**src/rtl/cache_controller_if.sv**
```systemverilog
// CPU request/response, main-memory and cache-array control signals of cache_controller.
// master is the controller side; slave is the surrounding CPU, memory and array.
interface cache_controller_if #(
    parameter int ADDR_SIZE  = 32,
    parameter int NUM_SETS   = 16,
    parameter int NUM_WAYS   = 4,
    parameter int BLOCK_SIZE = 32
);
    localparam int ByteOffsetSize = $clog2(BLOCK_SIZE / 4);
    localparam int SetSize        = $clog2(NUM_SETS);
    localparam int WaySize        = $clog2(NUM_WAYS);
    localparam int TagSize        = ADDR_SIZE - SetSize - ByteOffsetSize;

    logic                  req_valid;
    logic                  req_ready;
    logic                  req_write;
    logic [ADDR_SIZE-1:0]  req_addr;
    logic [BLOCK_SIZE-1:0] req_wdata;
    logic                  resp_valid;
    logic [BLOCK_SIZE-1:0] resp_rdata;

    logic                  mem_req;
    logic                  mem_we;
    logic [ADDR_SIZE-1:0]  mem_addr;
    logic [BLOCK_SIZE-1:0] mem_wdata;
    logic                  mem_ready;
    logic [BLOCK_SIZE-1:0] mem_rdata;

    logic [WaySize-1:0]    cache_way;
    logic [SetSize-1:0]    cache_set;
    logic [TagSize-1:0]    cache_tag;
    logic                  cache_we;
    logic [BLOCK_SIZE-1:0] cache_wdata;
    logic [BLOCK_SIZE-1:0] cache_rdata;
    logic [NUM_WAYS-1:0]   cache_hits;
    logic [NUM_WAYS-1:0]   cache_valid;

    logic [31:0]           hit_count;
    logic [31:0]           miss_count;

    modport master (
        input  req_valid, req_write, req_addr, req_wdata,
               mem_ready, mem_rdata, cache_rdata, cache_hits, cache_valid,
        output req_ready, resp_valid, resp_rdata,
               mem_req, mem_we, mem_addr, mem_wdata,
               cache_way, cache_set, cache_tag, cache_we, cache_wdata,
               hit_count, miss_count
    );

    modport slave (
        output req_valid, req_write, req_addr, req_wdata,
               mem_ready, mem_rdata, cache_rdata, cache_hits, cache_valid,
        input  req_ready, resp_valid, resp_rdata,
               mem_req, mem_we, mem_addr, mem_wdata,
               cache_way, cache_set, cache_tag, cache_we, cache_wdata,
               hit_count, miss_count
    );
endinterface

```
**src/rtl/cache_controller.sv**
```systemverilog
// Write-through, no-write-allocate set-associative cache controller; load hit responds 1 cycle after accept.
// Backpressure: one request in flight, req_ready only in IDLE; memory requests held until mem_ready.
module cache_controller #(
    parameter int ADDR_SIZE  = 32,
    parameter int NUM_SETS   = 16,
    parameter int NUM_WAYS   = 4,
    parameter int BLOCK_SIZE = 32
) (
    input logic               clk,
    input logic               rst,
    cache_controller_if.master bus
);
    localparam int ByteOffsetSize = $clog2(BLOCK_SIZE / 4);
    localparam int SetSize        = $clog2(NUM_SETS);
    localparam int WaySize        = $clog2(NUM_WAYS);
    localparam int TagSize        = ADDR_SIZE - SetSize - ByteOffsetSize;

    localparam logic [1:0] IDLE      = 2'd0;
    localparam logic [1:0] LOOKUP    = 2'd1;
    localparam logic [1:0] MEM_READ  = 2'd2;
    localparam logic [1:0] MEM_WRITE = 2'd3;

    logic [1:0]            state;
    logic [ADDR_SIZE-1:0]  addr_q;
    logic [BLOCK_SIZE-1:0] wdata_q;
    logic                  write_q;
    logic [WaySize-1:0]    rr_ptr [NUM_SETS];
    logic [31:0]           hit_count_q;
    logic [31:0]           miss_count_q;

    logic [SetSize-1:0]    set_idx;
    logic                  hit;
    logic                  all_valid;
    logic [WaySize-1:0]    hit_way;
    logic [WaySize-1:0]    victim_way;

    assign set_idx       = addr_q[ByteOffsetSize +: SetSize];
    assign bus.cache_set = set_idx;
    assign bus.cache_tag = addr_q[ADDR_SIZE-1 -: TagSize];
    assign hit           = |bus.cache_hits;
    assign all_valid     = &bus.cache_valid;

    assign bus.req_ready  = (state == IDLE);
    assign bus.mem_req    = (state == MEM_READ) || (state == MEM_WRITE);
    assign bus.mem_we     = (state == MEM_WRITE);
    assign bus.mem_addr   = addr_q;
    assign bus.mem_wdata  = wdata_q;
    assign bus.hit_count  = hit_count_q;
    assign bus.miss_count = miss_count_q;

    // Descending scan so the lowest-index match wins.
    always_comb begin
        hit_way = '0;
        for (int i = NUM_WAYS - 1; i >= 0; i--) begin
            if (bus.cache_hits[i]) hit_way = WaySize'(i);
        end
    end

    // Prefer any empty way; round-robin only once the set is full.
    always_comb begin
        victim_way = rr_ptr[set_idx];
        for (int i = NUM_WAYS - 1; i >= 0; i--) begin
            if (!bus.cache_valid[i]) victim_way = WaySize'(i);
        end
    end

    always_comb begin
        bus.resp_valid  = 1'b0;
        bus.resp_rdata  = '0;
        bus.cache_way   = '0;
        bus.cache_we    = 1'b0;
        bus.cache_wdata = '0;
        case (state)
            LOOKUP: begin
                bus.cache_way = hit_way;
                if (hit && !write_q) begin
                    bus.resp_valid = 1'b1;
                    bus.resp_rdata = bus.cache_rdata;
                end
                if (hit && write_q) begin
                    bus.cache_we    = 1'b1;
                    bus.cache_wdata = wdata_q;
                end
            end
            MEM_READ: begin
                if (bus.mem_ready) begin
                    bus.cache_we    = 1'b1;
                    bus.cache_way   = victim_way;
                    bus.cache_wdata = bus.mem_rdata;
                    bus.resp_valid  = 1'b1;
                    bus.resp_rdata  = bus.mem_rdata;
                end
            end
            MEM_WRITE: begin
                if (bus.mem_ready) bus.resp_valid = 1'b1;
            end
            default: ;
        endcase
    end

    always_ff @(posedge clk) begin
        if (rst) begin
            state        <= IDLE;
            addr_q       <= '0;
            wdata_q      <= '0;
            write_q      <= 1'b0;
            hit_count_q  <= '0;
            miss_count_q <= '0;
            for (int s = 0; s < NUM_SETS; s++) rr_ptr[s] <= '0;
        end else begin
            case (state)
                IDLE: begin
                    if (bus.req_valid) begin
                        addr_q  <= bus.req_addr;
                        wdata_q <= bus.req_wdata;
                        write_q <= bus.req_write;
                        state   <= LOOKUP;
                    end
                end
                LOOKUP: begin
                    if (hit) hit_count_q  <= hit_count_q + 32'd1;
                    else     miss_count_q <= miss_count_q + 32'd1;
                    // Every store goes to memory; only load misses fill.
                    if (write_q)  state <= MEM_WRITE;
                    else if (hit) state <= IDLE;
                    else          state <= MEM_READ;
                end
                MEM_READ: begin
                    if (bus.mem_ready) begin
                        state <= IDLE;
                        if (all_valid) rr_ptr[set_idx] <= rr_ptr[set_idx] + WaySize'(1);
                    end
                end
                MEM_WRITE: begin
                    if (bus.mem_ready) state <= IDLE;
                end
                default: state <= IDLE;
            endcase
        end
    end
endmodule
```
**src/flat_wrapper.sv**
```systemverilog
// flat-port wrapper written by rule: the top's interface ports become plain ports
module cache_controller_flat 
#(
    parameter int ADDR_SIZE  = 32,
    parameter int NUM_SETS   = 16,
    parameter int NUM_WAYS   = 4,
    parameter int BLOCK_SIZE = 32
)
  (clk, rst, bus_req_valid, bus_req_write, bus_req_addr, bus_req_wdata, bus_mem_ready, bus_mem_rdata, bus_cache_rdata, bus_cache_hits, bus_cache_valid, bus_req_ready, bus_resp_valid, bus_resp_rdata, bus_mem_req, bus_mem_we, bus_mem_addr, bus_mem_wdata, bus_cache_way, bus_cache_set, bus_cache_tag, bus_cache_we, bus_cache_wdata, bus_hit_count, bus_miss_count);
  cache_controller_if #(.ADDR_SIZE(ADDR_SIZE), .NUM_SETS(NUM_SETS), .NUM_WAYS(NUM_WAYS), .BLOCK_SIZE(BLOCK_SIZE)) bus_i ();
  input logic clk;
  input logic rst;
  input wire logic [$bits(bus_i.req_valid)-1:0] bus_req_valid;
  input wire logic [$bits(bus_i.req_write)-1:0] bus_req_write;
  input wire logic [$bits(bus_i.req_addr)-1:0] bus_req_addr;
  input wire logic [$bits(bus_i.req_wdata)-1:0] bus_req_wdata;
  input wire logic [$bits(bus_i.mem_ready)-1:0] bus_mem_ready;
  input wire logic [$bits(bus_i.mem_rdata)-1:0] bus_mem_rdata;
  input wire logic [$bits(bus_i.cache_rdata)-1:0] bus_cache_rdata;
  input wire logic [$bits(bus_i.cache_hits)-1:0] bus_cache_hits;
  input wire logic [$bits(bus_i.cache_valid)-1:0] bus_cache_valid;
  output wire logic [$bits(bus_i.req_ready)-1:0] bus_req_ready;
  output wire logic [$bits(bus_i.resp_valid)-1:0] bus_resp_valid;
  output wire logic [$bits(bus_i.resp_rdata)-1:0] bus_resp_rdata;
  output wire logic [$bits(bus_i.mem_req)-1:0] bus_mem_req;
  output wire logic [$bits(bus_i.mem_we)-1:0] bus_mem_we;
  output wire logic [$bits(bus_i.mem_addr)-1:0] bus_mem_addr;
  output wire logic [$bits(bus_i.mem_wdata)-1:0] bus_mem_wdata;
  output wire logic [$bits(bus_i.cache_way)-1:0] bus_cache_way;
  output wire logic [$bits(bus_i.cache_set)-1:0] bus_cache_set;
  output wire logic [$bits(bus_i.cache_tag)-1:0] bus_cache_tag;
  output wire logic [$bits(bus_i.cache_we)-1:0] bus_cache_we;
  output wire logic [$bits(bus_i.cache_wdata)-1:0] bus_cache_wdata;
  output wire logic [$bits(bus_i.hit_count)-1:0] bus_hit_count;
  output wire logic [$bits(bus_i.miss_count)-1:0] bus_miss_count;
  assign bus_i.req_valid = bus_req_valid;
  assign bus_i.req_write = bus_req_write;
  assign bus_i.req_addr = bus_req_addr;
  assign bus_i.req_wdata = bus_req_wdata;
  assign bus_i.mem_ready = bus_mem_ready;
  assign bus_i.mem_rdata = bus_mem_rdata;
  assign bus_i.cache_rdata = bus_cache_rdata;
  assign bus_i.cache_hits = bus_cache_hits;
  assign bus_i.cache_valid = bus_cache_valid;
  assign bus_req_ready = bus_i.req_ready;
  assign bus_resp_valid = bus_i.resp_valid;
  assign bus_resp_rdata = bus_i.resp_rdata;
  assign bus_mem_req = bus_i.mem_req;
  assign bus_mem_we = bus_i.mem_we;
  assign bus_mem_addr = bus_i.mem_addr;
  assign bus_mem_wdata = bus_i.mem_wdata;
  assign bus_cache_way = bus_i.cache_way;
  assign bus_cache_set = bus_i.cache_set;
  assign bus_cache_tag = bus_i.cache_tag;
  assign bus_cache_we = bus_i.cache_we;
  assign bus_cache_wdata = bus_i.cache_wdata;
  assign bus_hit_count = bus_i.hit_count;
  assign bus_miss_count = bus_i.miss_count;
  cache_controller #(.ADDR_SIZE(ADDR_SIZE), .NUM_SETS(NUM_SETS), .NUM_WAYS(NUM_WAYS), .BLOCK_SIZE(BLOCK_SIZE)) u_core (.clk(clk), .rst(rst), .bus(bus_i));
endmodule
```
**config.mk**
```make
export PLATFORM = sky130hd
export DESIGN_NAME = cache_controller_flat
export DESIGN_NICKNAME = d
export VERILOG_FILES = /design/src/rtl/cache_controller_if.sv /design/src/rtl/cache_controller.sv /design/src/flat_wrapper.sv
export SDC_FILE = /design/constraint.sdc
export NUM_CORES = 1
export LEC_CHECK = 0
export CAP_MARGIN = 15
export CORE_AREA = 2 2 142 144
export DETAILED_ROUTE_END_ITERATION = 10
export DIE_AREA = 0 0 144 146
export PLACE_DENSITY_LB_ADDON = 0.05
export SLEW_MARGIN = 10
export SYNTH_ARGS = -nofsm -noshare
export SYNTH_HDL_FRONTEND = slang
export SYNTH_SLANG_ARGS = --single-unit
```
**constraint.sdc**
```tcl
create_clock -name clk -period 5.8 [get_ports clk]
set_input_delay 1.16 -clock clk [delete_from_list [all_inputs] [get_ports clk]]
set_output_delay 1.16 -clock clk [all_outputs]
set_load 0.01 [all_outputs]
```
==> summary.md, run 1 <==
| Metric | Value |
|---|---|
| Post-synth ARST share | 0 |
| Routed Antenna Nets | 0 |
| H-tree levels | 4 |
| # setup viols final | 0 |
| Slew margin rel. | 0.297 |
| Vias per inst | between 5 and 6 |
| Layout area overhead | 50.2% |
| Clock Power Share | 0.318 |
| Skew-Pair Late Insertion Delay | about 0.43 ns |
| Worst path required time | between 4 and 5 ns |
| Period utilization | 0.829 |
| Main flop type after synthesis | dfxtp_1 |
| Worst-margin pin slew | between 1 and 1.5 ns |
| Clk sinks | between 150 and 200 |
| CTS tree | built |
| Fin crit period | between 4 and 5 ns |
| Syn Inst Count | between 1000 and 1500 |
| Syn_area_per_cell | around 8.3 um^2 |
| Commonest cells after routing, fill and taps aside | clkdlybuf4s50_1 (367), nand2_1 (254), dfxtp_1 (135) |
| Core box area | 0.0193 mm^2 |
| Initial antenna violation count | 4 |
| Row count | between 50 and 60 |
| Syn. warnings | 0 |
| Final std cells w/o fill | approximately 1600 |
| CP Class | in2out |
| Die ar. | 0.0210 mm^2 |
| Crit path launch type | primary input |
| Number of setup buffers added after CTS | 0 |
| Cells after DPL | 1560 |
| Critical Path Fanout Max | 24 |
| Initial DRT Pass Iterations | 4 |
| Net Switching | ~1.1 mW |
| Pwr per Cell Area | around 280 mW/mm^2 |
| Hold Fails Final Rpt | 0 |
| Pleak | 4.22 nW |
| Post-Syn Area | between 0.008 and 0.009 mm^2 |
| Hold_buf cts | 0 |
| Largest area contributor in the netlist | dfxtp_1 |
| VDD IR max | between 0.2 and 0.25 mV |
| Wirelength per Cell | roughly 18 um |
| Num CTS Buffers | 17 |
| Root Driver | clkbuf_16 |
| Crit-path slowest cell | clkdlybuf4s50_1 |
| Grt ovf | 0 |
| Vias in the first global route | approximately 7600 |
| Nets | around 1500 |
| Share of the synthesized area in the top cell type | 0.324 |
| Initial drt markers | around 570 |
| Clock-pin slew on the worst setup and hold paths | ~0.07 ns |
| Final Max Slew Viols | 0 |
| Initial Util | 0.431 |
| TNS Setup | 0 ns |
| Synth area leaders | dfxtp_1 (32%), edfxtp_1 (12%), nand2_1 (11%) |
| Fmax | 208 MHz |
| Most common cell after layout, fill and taps aside | clkdlybuf4s50_1 |
| Die extent in x | ~140 um |
| Synth cell types | 47 |
| Via count | around 8000 |
| Slowest stage delay, CP | 0.59 ns |
| Sequential share of power | 0.380 |
| EDFF count, synth | 32 |
| Logic pwr share | 0.302 |
| Max-cap violations | 0 |
| Sw frac | 0.315 |
| Worst setup EP type | output port |
| HPWL Detailed | between 20000 and 25000 um |
| WL final | roughly 29000 um |
| Int Power | 2.44 mW |
| Crit-path cells | clkdlybuf4s50_1 > or4_4 > nand2_1 > nor2_4 > buf_4 > nand2_1 > a21boi_0 > clkdlybuf4s50_1 |
| FF+latch count, synth | between 150 and 200 |
| # IOs | ~370 |
| Outcome | finished, final reports clean |
| Largest net degree at the start of global routing | 97 |
| Share of cells above drive strength 1 | 0.0490 |
| GRT Total Usage | 0.268 |
| Worst EP arrival | 3.65 ns |
| Max clock buf depth | 2 |
| Drt drc | 0 |
| Syn_nets | 1158 |
| Post-CTS Resized | 0 |
| Sequential-to-total area share from yosys stat | 0.440 |
| Worst hold path class | reg2reg |
| RSZ-0062 raised after global routing | no |
| # port buffers | ~370 |
| Die Y | roughly 150 um |
| First-pass GRT wire length | ~43000 um |
| Routability Congestion | between 0.9 and 1 |
| Worst Skew | about 0.011 ns |
| Hold Slack | 0.454 ns |
-- final cells by class --
cell class	count	area, um^2
fill	1711	6820
clock buffer	19	443
multi-input combinational	735	4130
timing repair buffer	375	3730
clock inverter	13	144
sequential	167	3660
antenna	3	7.51
inverter	18	67.6
tap	265	332
-- state kept, by name (all words and copies together), names as in the netlist, named ones only --
register and count:
u_core.bus.hit_count 32, u_core.bus.mem_wdata 32, u_core.bus.miss_count 32, u_core.bus.mem_addr 32, u_core.state 2, u_core.write_q 1, u_core.rr_ptr 32
-- path summary, 6_finish.rpt --
path                                              from                     end  slack (ns)  cells past startpoint
worst max-delay path                 bus_cache_hits[1]      bus_resp_rdata[17]        0.99                      8
worst min-delay path            u_core.bus.mem_addr[1]  u_core.bus.mem_addr[1]        0.45                      2
worst max register to register         u_core.state[0]     u_core.rr_ptr[0][1]        2.79                      8
worst min register to register  u_core.bus.mem_addr[1]  u_core.bus.mem_addr[1]        0.45                      2
-- critical path: cells and delay by family --
family	cells	cell delay, ns
buffers and inverters	3	1.57
AOI/OAI and AO/OA	1	0.27
and+or+nand+nor	4	0.64
-- per-layer routing --
layer  wire, um  global-route usage
met5          0                   0
met2      14100               0.449
met4        448              0.0681
met1      11800               0.331
met3       2290              0.0875
-- Yosys cell counts, drive strengths merged, types with 2 or more instances --
master,n
and3,5
buf,42
nor3,25
xnor2,43
edfxtp,32
or4,8
a21oi,80
clkbuf,48
nor2,99
o21ai,11
nand2b,23
nand4,13
nand2,255
dfxtp,135
ha,7
mux2,2
mux4,8
inv,18
xor2,10
and4,7
o311a,2
and2,4
a21boi,64
mux2i,6
nand3,19
or3,21
nor4,12
-- through the flow --
step           setup slack (ns)   util  power [mW]  cell area, um^2
3_3_place_gp               1.07  0.617        2.45            11900
4_1_cts                    1.02  0.647        3.58            12500
5_1_grt                   0.780  0.647        3.73            12500
2_1_floorplan              2.23      -        1.93             8330
3_5_place_dp               1.01  0.617        2.46            11900
6_report                  0.994  0.647        3.56            12500
-- power by group through the flow --
stage / registers [mW] / clock network, mW / logic [mW]
global route: 1.37 / 1.21 / 1.16
finish: 1.35 / 1.13 / 1.08
floorplan: 1.37 / 0 / 0.553
global placement: 1.38 / 0 / 1.07
detailed placement: 1.38 / 0 / 1.08
CTS: 1.36 / 1.15 / 1.08
-- logic make-up (layout without fill, tap and decap cells) --
group                    count (synthesis)  count (layout)  share of synthesized area
XOR/XNOR                                53              53                     0.0557
AND/OR/NAND/NOR                        496             496                      0.275
buffers and inverters                  108             425                     0.0667
other                                    0               3                          0
adder cells (fa/ha/maj)                  7               7                     0.0105
flip-flops                             167             167                      0.440
AO/OA/AOI/OAI                          163             163                      0.121
multiplexers                            16              16                     0.0320
Note: power is estimated with default switching activity, not from simulation.
==> inputs of run 2 (changes only) <==
--- a/config.mk
+++ b/config.mk
@@ -6,9 +6,9 @@
 export NUM_CORES = 1
 export LEC_CHECK = 0
 export CAP_MARGIN = 15
-export CORE_AREA = 2 2 142 144
+export CORE_AREA = 2 2 143 145
 export DETAILED_ROUTE_END_ITERATION = 10
-export DIE_AREA = 0 0 144 146
+export DIE_AREA = 0 0 145 147
 export PLACE_DENSITY_LB_ADDON = 0.05
 export SLEW_MARGIN = 10
 export SYNTH_ARGS = -nofsm -noshare
==> constraint.sdc (replaced) <==
create_clock -name clk -period 4.7 [get_ports clk]
set_input_delay 0.94 -clock clk [delete_from_list [all_inputs] [get_ports clk]]
set_output_delay 0.94 -clock clk [all_outputs]
set_load 0.01 [all_outputs]
==> summary.md, run 2 (synthesis results as in run 1) <==
| Metric | Value |
|---|---|
| Routability Congestion | 0.906 (+0.42%) |
| Outcome | finished, final reports clean |
| Core box area | 0.0198 mm^2 (+2.6%) |
| Worst setup EP type | output port |
| Min-delay src | u_core.bus.mem_addr[1] |
| Commonest cells after routing, fill and taps aside | clkdlybuf4s50_1 (367), nand2_1 (254), dfxtp_1 (135) |
| Worst path required time | 3.76 ns (-0.88 ns) |
| Clk sinks | 167 (unchanged) |
| Drt drc | 0 (unchanged) |
| First-pass GRT wire length | 44300 um (+2.4%) |
| Num CTS Buffers | 17 (unchanged) |
| # port buffers | 368 (unchanged) |
| Clock-pin slew on the worst setup and hold paths | 0.07 ns (about the same) |
| Fin area | 0.0125 mm^2 (about the same) |
| Critical Path Fanout Max | 33 (+38%) |
| Worst-margin pin slew | 1.01 ns (-0.0428 ns) |
| Fillers | 1765 (+3.2%) |
| Max-cap violations | 0 (unchanged) |
| Wirelength per Cell | 18.3 um (+2.0%) |
| Initial drt markers | 500 (-13%) |
| GRT Total Usage | 0.267 (-0.000840) |
| # setup viols final | 0 (unchanged) |
| Grt ovf | 0 (unchanged) |
| Placement Setup Slack | 0.321 ns (-0.685 ns) |
| Period utilization | 0.943 |
| Layout area overhead | 50.2% (about the same) |
| Tot Pwr | 4.35 mW (+22%) |
| Worst hold path class | reg2reg |
| Number of setup buffers added after CTS | 0 (unchanged) |
| Initial antenna violation count | 3 (-1) |
| Slew margin rel. | 0.326 (+0.0285) |
| Skew-Pair Late Insertion Delay | 0.43 ns (about the same) |
| Hold path cells | 2 (unchanged) |
| Worst Skew | 0.0138 ns (+0.00319 ns) |
| Post-CTS Resized | 0 (unchanged) |
| Largest net degree at the start of global routing | 97 (unchanged) |
| Share of cells above drive strength 1 | 0.0504 (+0.00143) |
| Die extent in x | 145 um (+0.69%) |
| Cells on worst reg2reg path | 8 (unchanged) |
| R2R setup slack | 1.72 ns (-1.07 ns) |
| Hold_buf cts | 0 (unchanged) |
| VDD IR max | 0.265 mV (+22%) |
| Pleak | 4.22 nW (about the same) |
| Pwr per Cell Area | 348 mW/mm^2 (+22%) |
| Die Y | 147 um (+0.68%) |
| RSZ-0062 raised after global routing | no |
| CP Class | in2out |
| Worst EP arrival | 3.49 ns (-0.16 ns) |
| CTS tree | built |
| Initial DRT Pass Iterations | 4 (unchanged) |
| Max clock buf depth | 2 (unchanged) |
| H-tree levels | 4 (unchanged) |
| Fin crit period | ~4.4 ns |
| Crit path launch type | primary input |
| Vias per inst | 5.05 (+0.80%) |
| Fmax | ~230 MHz |
| Row count | 52 (+2.0%) |
| Routed Antenna Nets | 0 (unchanged) |
| R2R Path End | u_core.rr_ptr[0][0] |
| Initial Util | 0.420 (-0.0111) |
| Nets | 1464 (+0.14%) |
| Final Max Slew Viols | 0 (unchanged) |
| Most common cell after layout, fill and taps aside | clkdlybuf4s50_1 |
| Area of placed instances | 0.0119 mm^2 (+0.18%) |
| TNS Setup | 0 ns (unchanged) |
| HPWL Detailed | 22000 um (+3.8%) |
| Via count | 8097 (+1.2%) |
| # IOs | 369 (unchanged) |
| Vias in the first global route | 7426 (-2.9%) |
| Hold Fails Final Rpt | 0 (unchanged) |
| Worst hold path endpoint | u_core.bus.mem_addr[1] |
| Final setup margin | 0.269 ns (-0.725 ns) |
| Root Driver | clkbuf_16 |
| FF-to-FF Start | u_core.state[0] |
| Die ar. | 0.0213 mm^2 (+1.4%) |
| WL final | 29400 um (+2.5%) |
## run 2: area by class of cell
type	instances	area [um^2]	share of cell area
Antenna cell	3	7.51	0.000600
Clock buffer	18	429	0.0343
Clock inverter	14	130	0.0104
Inverter	18	67.6	0.00540
Multi-Input combinational cell	735	4130	0.330
Sequential cell	167	3660	0.293
Tap cell	270	338	0.0270
Timing Repair Buffer	377	3750	0.300
## run 2: worst max path at each step
stage                      startpoint                   to  slack, ns  depth (start not counted)
floorplan           bus_cache_hits[3]  bus_cache_wdata[10]       1.57                          7
global placement    bus_cache_hits[1]  bus_cache_wdata[27]       0.44                          7
detailed placement  bus_cache_hits[1]    bus_resp_rdata[4]       0.32                          7
CTS                 bus_cache_hits[1]    bus_resp_rdata[4]       0.31                          7
global route        bus_cache_hits[1]    bus_resp_rdata[4]       0.10                          7
finish              bus_cache_hits[1]    bus_resp_rdata[4]       0.27                          7
## run 2: worst max-delay path, cell delays in order
cell	delay (ns)
clkdlybuf4s50_1	0.57
or4_4	0.18
nand2_1	0.10
nor2_4	0.70
nand2_1	0.10
a21boi_0	0.29
clkdlybuf4s50_1	0.59
## run 2: through the flow
| step | instances | utilization | hold WS [ns] |
|---|---|---|---|
| after floorplan | 1010 | - | 0.458 |
| after CTS | 1599 | 0.630 | 0.455 |
| after global routing | 1601 | 0.630 | 0.480 |
| after detailed placement | 1567 | 0.602 | 0.446 |
| final | 1602 | 0.631 | 0.454 |
| after global placement | 1567 | 0.602 | 0.443 |
## run 2: layer usage
| layer | GRT usage | routed length, um | up-vias |
|---|---|---|---|
| met3 | 0.0761 | 2270 | 32 |
| met5 | 0 | 0 | - |
| met4 | 0.0891 | 570 | 0 |
| met1 | 0.350 | 12500 | 3755 |
| met2 | 0.425 | 14000 | 314 |
| li1 | - | - | 3996 |
## run 2: power by group
part,total [mW],internal [mW],switching (mW)
clock network,1.35,0.703,0.643
registers,1.67,1.56,0.110
logic,1.34,0.657,0.679
total,4.35,2.92,1.43
==> edit 1, RTL diff (config.mk and constraints of run 2) <==
`ADDR_SIZE` is set to 32 in 3 places; all go to 16.
--- a/src/rtl/cache_controller_if.sv
+++ b/src/rtl/cache_controller_if.sv
@@ -2,5 +2,5 @@
 // master is the controller side; slave is the surrounding CPU, memory and array.
 interface cache_controller_if #(
-    parameter int ADDR_SIZE  = 32,
+    parameter int ADDR_SIZE  = 16,
     parameter int NUM_SETS   = 16,
     parameter int NUM_WAYS   = 4,
--- a/src/rtl/cache_controller.sv
+++ b/src/rtl/cache_controller.sv
@@ -2,5 +2,5 @@
 // Backpressure: one request in flight, req_ready only in IDLE; memory requests held until mem_ready.
 module cache_controller #(
-    parameter int ADDR_SIZE  = 32,
+    parameter int ADDR_SIZE  = 16,
     parameter int NUM_SETS   = 16,
     parameter int NUM_WAYS   = 4,
--- a/src/flat_wrapper.sv
+++ b/src/flat_wrapper.sv
@@ -2,5 +2,5 @@
 module cache_controller_flat 
 #(
-    parameter int ADDR_SIZE  = 32,
+    parameter int ADDR_SIZE  = 16,
     parameter int NUM_SETS   = 16,
     parameter int NUM_WAYS   = 4,
Interface: changed (resized bus_cache_tag, bus_mem_addr and bus_req_addr); port bits go from 369 to 321. The function was not compared with the original's and may differ.
==> edit 1 against run 2 <==
  * Fmax grew 0.15%
  * Worst setup slack improved by 0.0068 ns
  * Synthesized area shrank 8.5%
  * Combinational power grew 14%
  * Routed wire length down 2.6%
  * Global-route usage shrank 0.17 points
  * Final area down 7.8%
  * Sequential cell count down 16
  * Total power increased by 1.5%
  * Count of clock-buffer cells in the layout is 4 higher
  * Utilization down 4.9 points
  * Critical path type unchanged
==> edit 1: results (changes against run 2) <==
Status = complete, no violations
Drt first pass iters = 5 (+1)
Async SR Flop Fraction = 0 (unchanged)
Clock Latency Late Sink = 0.42 ns
Fillers = 1790 (+1.4%)
DR vias/cell = 5.05 (-0.16%)
First-pass GRT wire length = 43700 microns (-1.2%)
Worst-path fanout max = 33 (unchanged)
TritonCTS buffer count = 17 (unchanged)
Vias in the first global route = 7452 (+0.35%)
R2R cell count = 6 (-2)
Clk_skew = 0.0111 ns (-0.00272 ns)
Hold_sp = u_core.bus.mem_addr[1]
Share of layout cells above drive strength 1 = 0.0537 (+0.00329)
VDD IR max = 0.270 mV (+1.9%)
Clock tree root driver cell = clkbuf_16
Post-DP Area = 11000 sq um (-8.2%)
Post-synthesis cell type count = 51 (+8.5%)
Slowest Stage Delay on Critical Path = 0.66 ns (-0.04 ns)
Sequential share of the synthesized area = 0.439 (-0.00110)
DP HPWL = 21300 microns (-3.5%)
Final nets = 1348 (-7.9%)
Worst hold path class = reg -> reg
Leak Pwr = 3.84 nW (-8.9%)
EDFF count, synth = 32 (unchanged)
Slew HR = 0.270 (-0.0558)
Worst reg2reg startpoint = u_core.state[1]
Syn_nets = 1068 (-7.8%)
Storage cell area = 3340 sq um (-8.7%)
Max-slew violations = 0 (unchanged)
Initial antenna violation count = 2 (-1)
Tot GR Track Use = 0.265 (-0.00172)
1st-iter DRT viols = 477 (-4.6%)
Worst EP arrival = 3.48 ns (about the same)
Htree depth = 4 (unchanged)
Port Buffers = 320 (-13%)
Hold depth = 2 (unchanged)
Post-CTS sizing = 0 (unchanged)
Detailed Route WL = 28600 microns (-2.6%)
Largest net degree at the start of global routing = 79 (-19%)
Most used DFF post-synth = dfxtp_1
Max clock buf depth = 2 (unchanged)
Worst Hold End = u_core.bus.mem_addr[1]
NetSw = 0.00151 W (+5.1%)
CP max-delay cell = clkdlybuf4s50_1
Largest cells by area after synthesis = dfxtp_1 (31%), edfxtp_1 (13%), nand2_1 (12%)
Worst reg2reg endpoint = u_core.bus.miss_count[28]
Reg clk slew, reported paths = 0.06 ns
Routability Congestion = 0.886 (-2.1%)
Setup slack, reg-to-reg = 1.84 ns (+0.12 ns)
Most frequent cells after synthesis = nand2_1 (241), dfxtp_1 (119), nor2_1 (95)
edit 1: cell count changes in the layout (fill, tap and decap cells not counted), sizes merged, moves of 6 or more:
cell                  run 2  this run
clkdlybuf4s50           367       319
xnor2                    43        22
dfxtp                   135       119
nand2                   255       241
xor2                     10        24
a21oi                    80        70
nand4                    13        23
nor3                     25        17
inv                      29        22
nand2b                   23        17
nor3b                     0         6
nor4                     12         6
o21ai                    11        17
or4                       8         2
edit 1: power groups by stage:
| stage | combinational (W) | clock, W | sequential, W |
|---|---|---|---|
| floorplan | 0.000768 | 0 | 0.00155 |
| global placement | 0.00153 | 0 | 0.00157 |
| detailed placement | 0.00153 | 0 | 0.00157 |
| CTS | 0.00153 | 0.00136 | 0.00155 |
| global route | 0.00163 | 0.00141 | 0.00156 |
| finish | 0.00153 | 0.00134 | 0.00155 |
edit 1: cell families after synthesis:
| kind of cell | Yosys count | share of synthesized area |
|---|---|---|
| simple gates | 471 | 0.280 |
| compound gates | 161 | 0.132 |
| flops | 151 | 0.439 |
| buf+inv | 83 | 0.0494 |
| xor+xnor | 46 | 0.0528 |
| mux | 17 | 0.0356 |
| fa+ha+maj | 7 | 0.0115 |
edit 1: how the worst max path moves through the flow:
stage	start	to	slack, ns	cells past startpoint
floorplan	bus_cache_hits[3]	bus_resp_rdata[10]	1.59	5
global placement	bus_cache_hits[1]	bus_cache_wdata[27]	0.17	7
detailed placement	bus_cache_hits[1]	bus_cache_wdata[27]	0.30	7
CTS	bus_cache_hits[1]	bus_cache_wdata[27]	0.28	7
global route	bus_cache_hits[1]	bus_cache_wdata[27]	0.23	7
finish	bus_cache_hits[1]	bus_cache_wdata[28]	0.28	7
edit 1: layer usage:
metal | wire [microns] | GRT usage
met3 | 1850 | 0.0773
met2 | 14000 | 0.446
met1 | 12000 | 0.328
met5 | 13 | 0
met4 | 737 | 0.0881
edit 1: metrics by stage:
step | hold slack (ns) | instances | setup WS (ns)
final | 0.456 | 1500 | 0.275
after global routing | 0.483 | 1500 | 0.231
after CTS | 0.459 | 1499 | 0.276
after detailed placement | 0.450 | 1467 | 0.300
after global placement | 0.441 | 1467 | 0.170
after floorplan | 0.456 | 936 | 1.59
edit 1: area by class of cell:
type                       count  share of cell area
multi-input combinational    702               0.340
sequential                   151               0.290
timing repair buffer         328               0.286
clock buffer                  22              0.0430
tap                          270              0.0293
clock inverter                10             0.00683
inverter                      16             0.00520
antenna                        1            0.000217
edit 1: worst min-delay path: cells and delay by family, from the launching register on:
family	cells	cell delay [ns]
flops	1	0.31
compound gates	1	0.05
simple gates	1	0.05
==> edit 2, RTL diff (config.mk and constraints of run 2) <==
Without the edit above. Reset style: asynchronous (`rst`), changed in one clocked block.
--- a/src/rtl/cache_controller.sv
+++ b/src/rtl/cache_controller.sv
@@ -99,5 +99,5 @@
     end
 
-    always_ff @(posedge clk) begin
+    always_ff @(posedge clk or posedge rst) begin
         if (rst) begin
             state        <= IDLE;
Check against the original RTL: differs if rst is asserted again (counterexample within 4 cycles, from zero or initial values and one cycle with rst high); with rst held inactive, the same outputs for 4 cycles.
==> edit 2 against run 2 <==
  * Sequential cell count shrank 4
  * Final cell count shrank 15%
  * Worst setup slack lost 0.14 ns
  * Routed wire length shrank 6.6%
  * Non-clock buffer count grew 3
  * Via count shrank 17%
  * Synthesized area shrank 0.54%
  * First-iteration DRC count shrank 36%
  * Clock skew shrank 0.0026 ns
  * Hold slack gained 0.015 ns
  * Final area grew 1.7%
  * Register-to-register slack gained 0.40 ns
  * Critical path type unchanged
  * Critical endpoint is now bus_resp_rdata[30]
Power is not compared: it rests on default switching activity, and its combinational part moved more than twofold at a synthesized area within 25%.
==> edit 2: results (changes against run 2) <==
Status = complete, no violations
Placement Setup Slack = 0.184 ns (-0.137 ns)
Largest cells by area after synthesis = dfrtp_1 (49%), mux2_2 (13%), nand2_1 (6.2%)
Most frequent cells after synthesis = dfrtp_1 (163), nand2_1 (137), mux2_2 (95)
Tot GR Track Use = 0.257 (-0.00967)
Worst Hold End = u_core.bus.hit_count[31]
Slew @ Worst Pin = 0.895 ns (-0.116 ns)
Syn_area_per_cell = 11.3 sq um (+37%)
Hold depth = 1 (-1)
Wirelength per Cell = 20.2 microns (+10%)
Clk_buf instances = 19 (+1)
#FFs+latches synth = 163 (-2.4%)
Routability Congestion = 0.914 (+0.92%)
Multi-input combinational area share = 0.301 (-0.0293)
Post-synthesis xor/xnor area fraction = 0.0722 (+0.0165)
DR vias/cell = 4.97 (-1.6%)
Routed length on met3 = 1870 microns (-18%)
Hold_sp = u_core.bus.hit_count[31]
Synth Area in Adders = 0.0106 (+0.0000571)
Post-synthesis cell type count = 51 (+8.5%)
Worst EP arrival = 3.63 ns (+0.14 ns)
Vias in the first global route = 6789 (-8.6%)
Area growth, synth to finish = 53.5%
Mux share of post-synthesis cell area = 0.165 (+0.133)
Non-clock buffer total of the final layout = 380 (+0.80%)
Compound-Gate Fraction of Synth Area = 0.0688 (-0.0519)
Post-DP Area = 12100 sq um (+1.4%)
Antenna Cells = 4 (+1)
Fillers = 1633 (-7.5%)
Clock-cell share of area = 0.0477 (+0.00299)
Share of layout cells above drive strength 1 = 0.158 (+0.107)
1st-iter DRT viols = 320 (-36%)
Inverters = 10 (-8)
Final nets = 1219 (-17%)
Setup slack, reg-to-reg = 2.12 ns (+0.40 ns)
# placed instances = 1322 (-16%)
Async SR Flop Fraction = 1.00 (+1.00)
Slowest Stage Delay on Critical Path = 0.68 ns (-0.02 ns)
R2R cell count = 9 (+1)
edit 2: cell types whose count changed after synthesis, moves of 8 or more:
cell	before	now
or3_1	21	0
a21oi_1	80	2
nor2_1	99	17
nand2_1	255	137
clkbuf_1	48	27
edfxtp_1	32	0
mux2_2	2	95
inv_1	18	10
dfrtp_1	0	163
dfxtp_1	135	0
o21ai_0	11	1
nor3_1	25	8
nand2b_1	23	1
edit 2: worst max-delay path by stage:
stage | start | end | slack (ns) | cells past startpoint
after floorplan | bus_cache_hits[1] | bus_resp_rdata[10] | 1.56 | 6
after global placement | bus_cache_hits[1] | bus_resp_rdata[28] | 0.20 | 7
after detailed placement | bus_cache_hits[1] | bus_resp_rdata[28] | 0.18 | 7
after CTS | bus_cache_hits[1] | bus_resp_rdata[28] | 0.18 | 7
after global routing | bus_cache_hits[1] | bus_resp_rdata[24] | 0.01 | 7
final | bus_cache_hits[1] | bus_resp_rdata[30] | 0.13 | 7
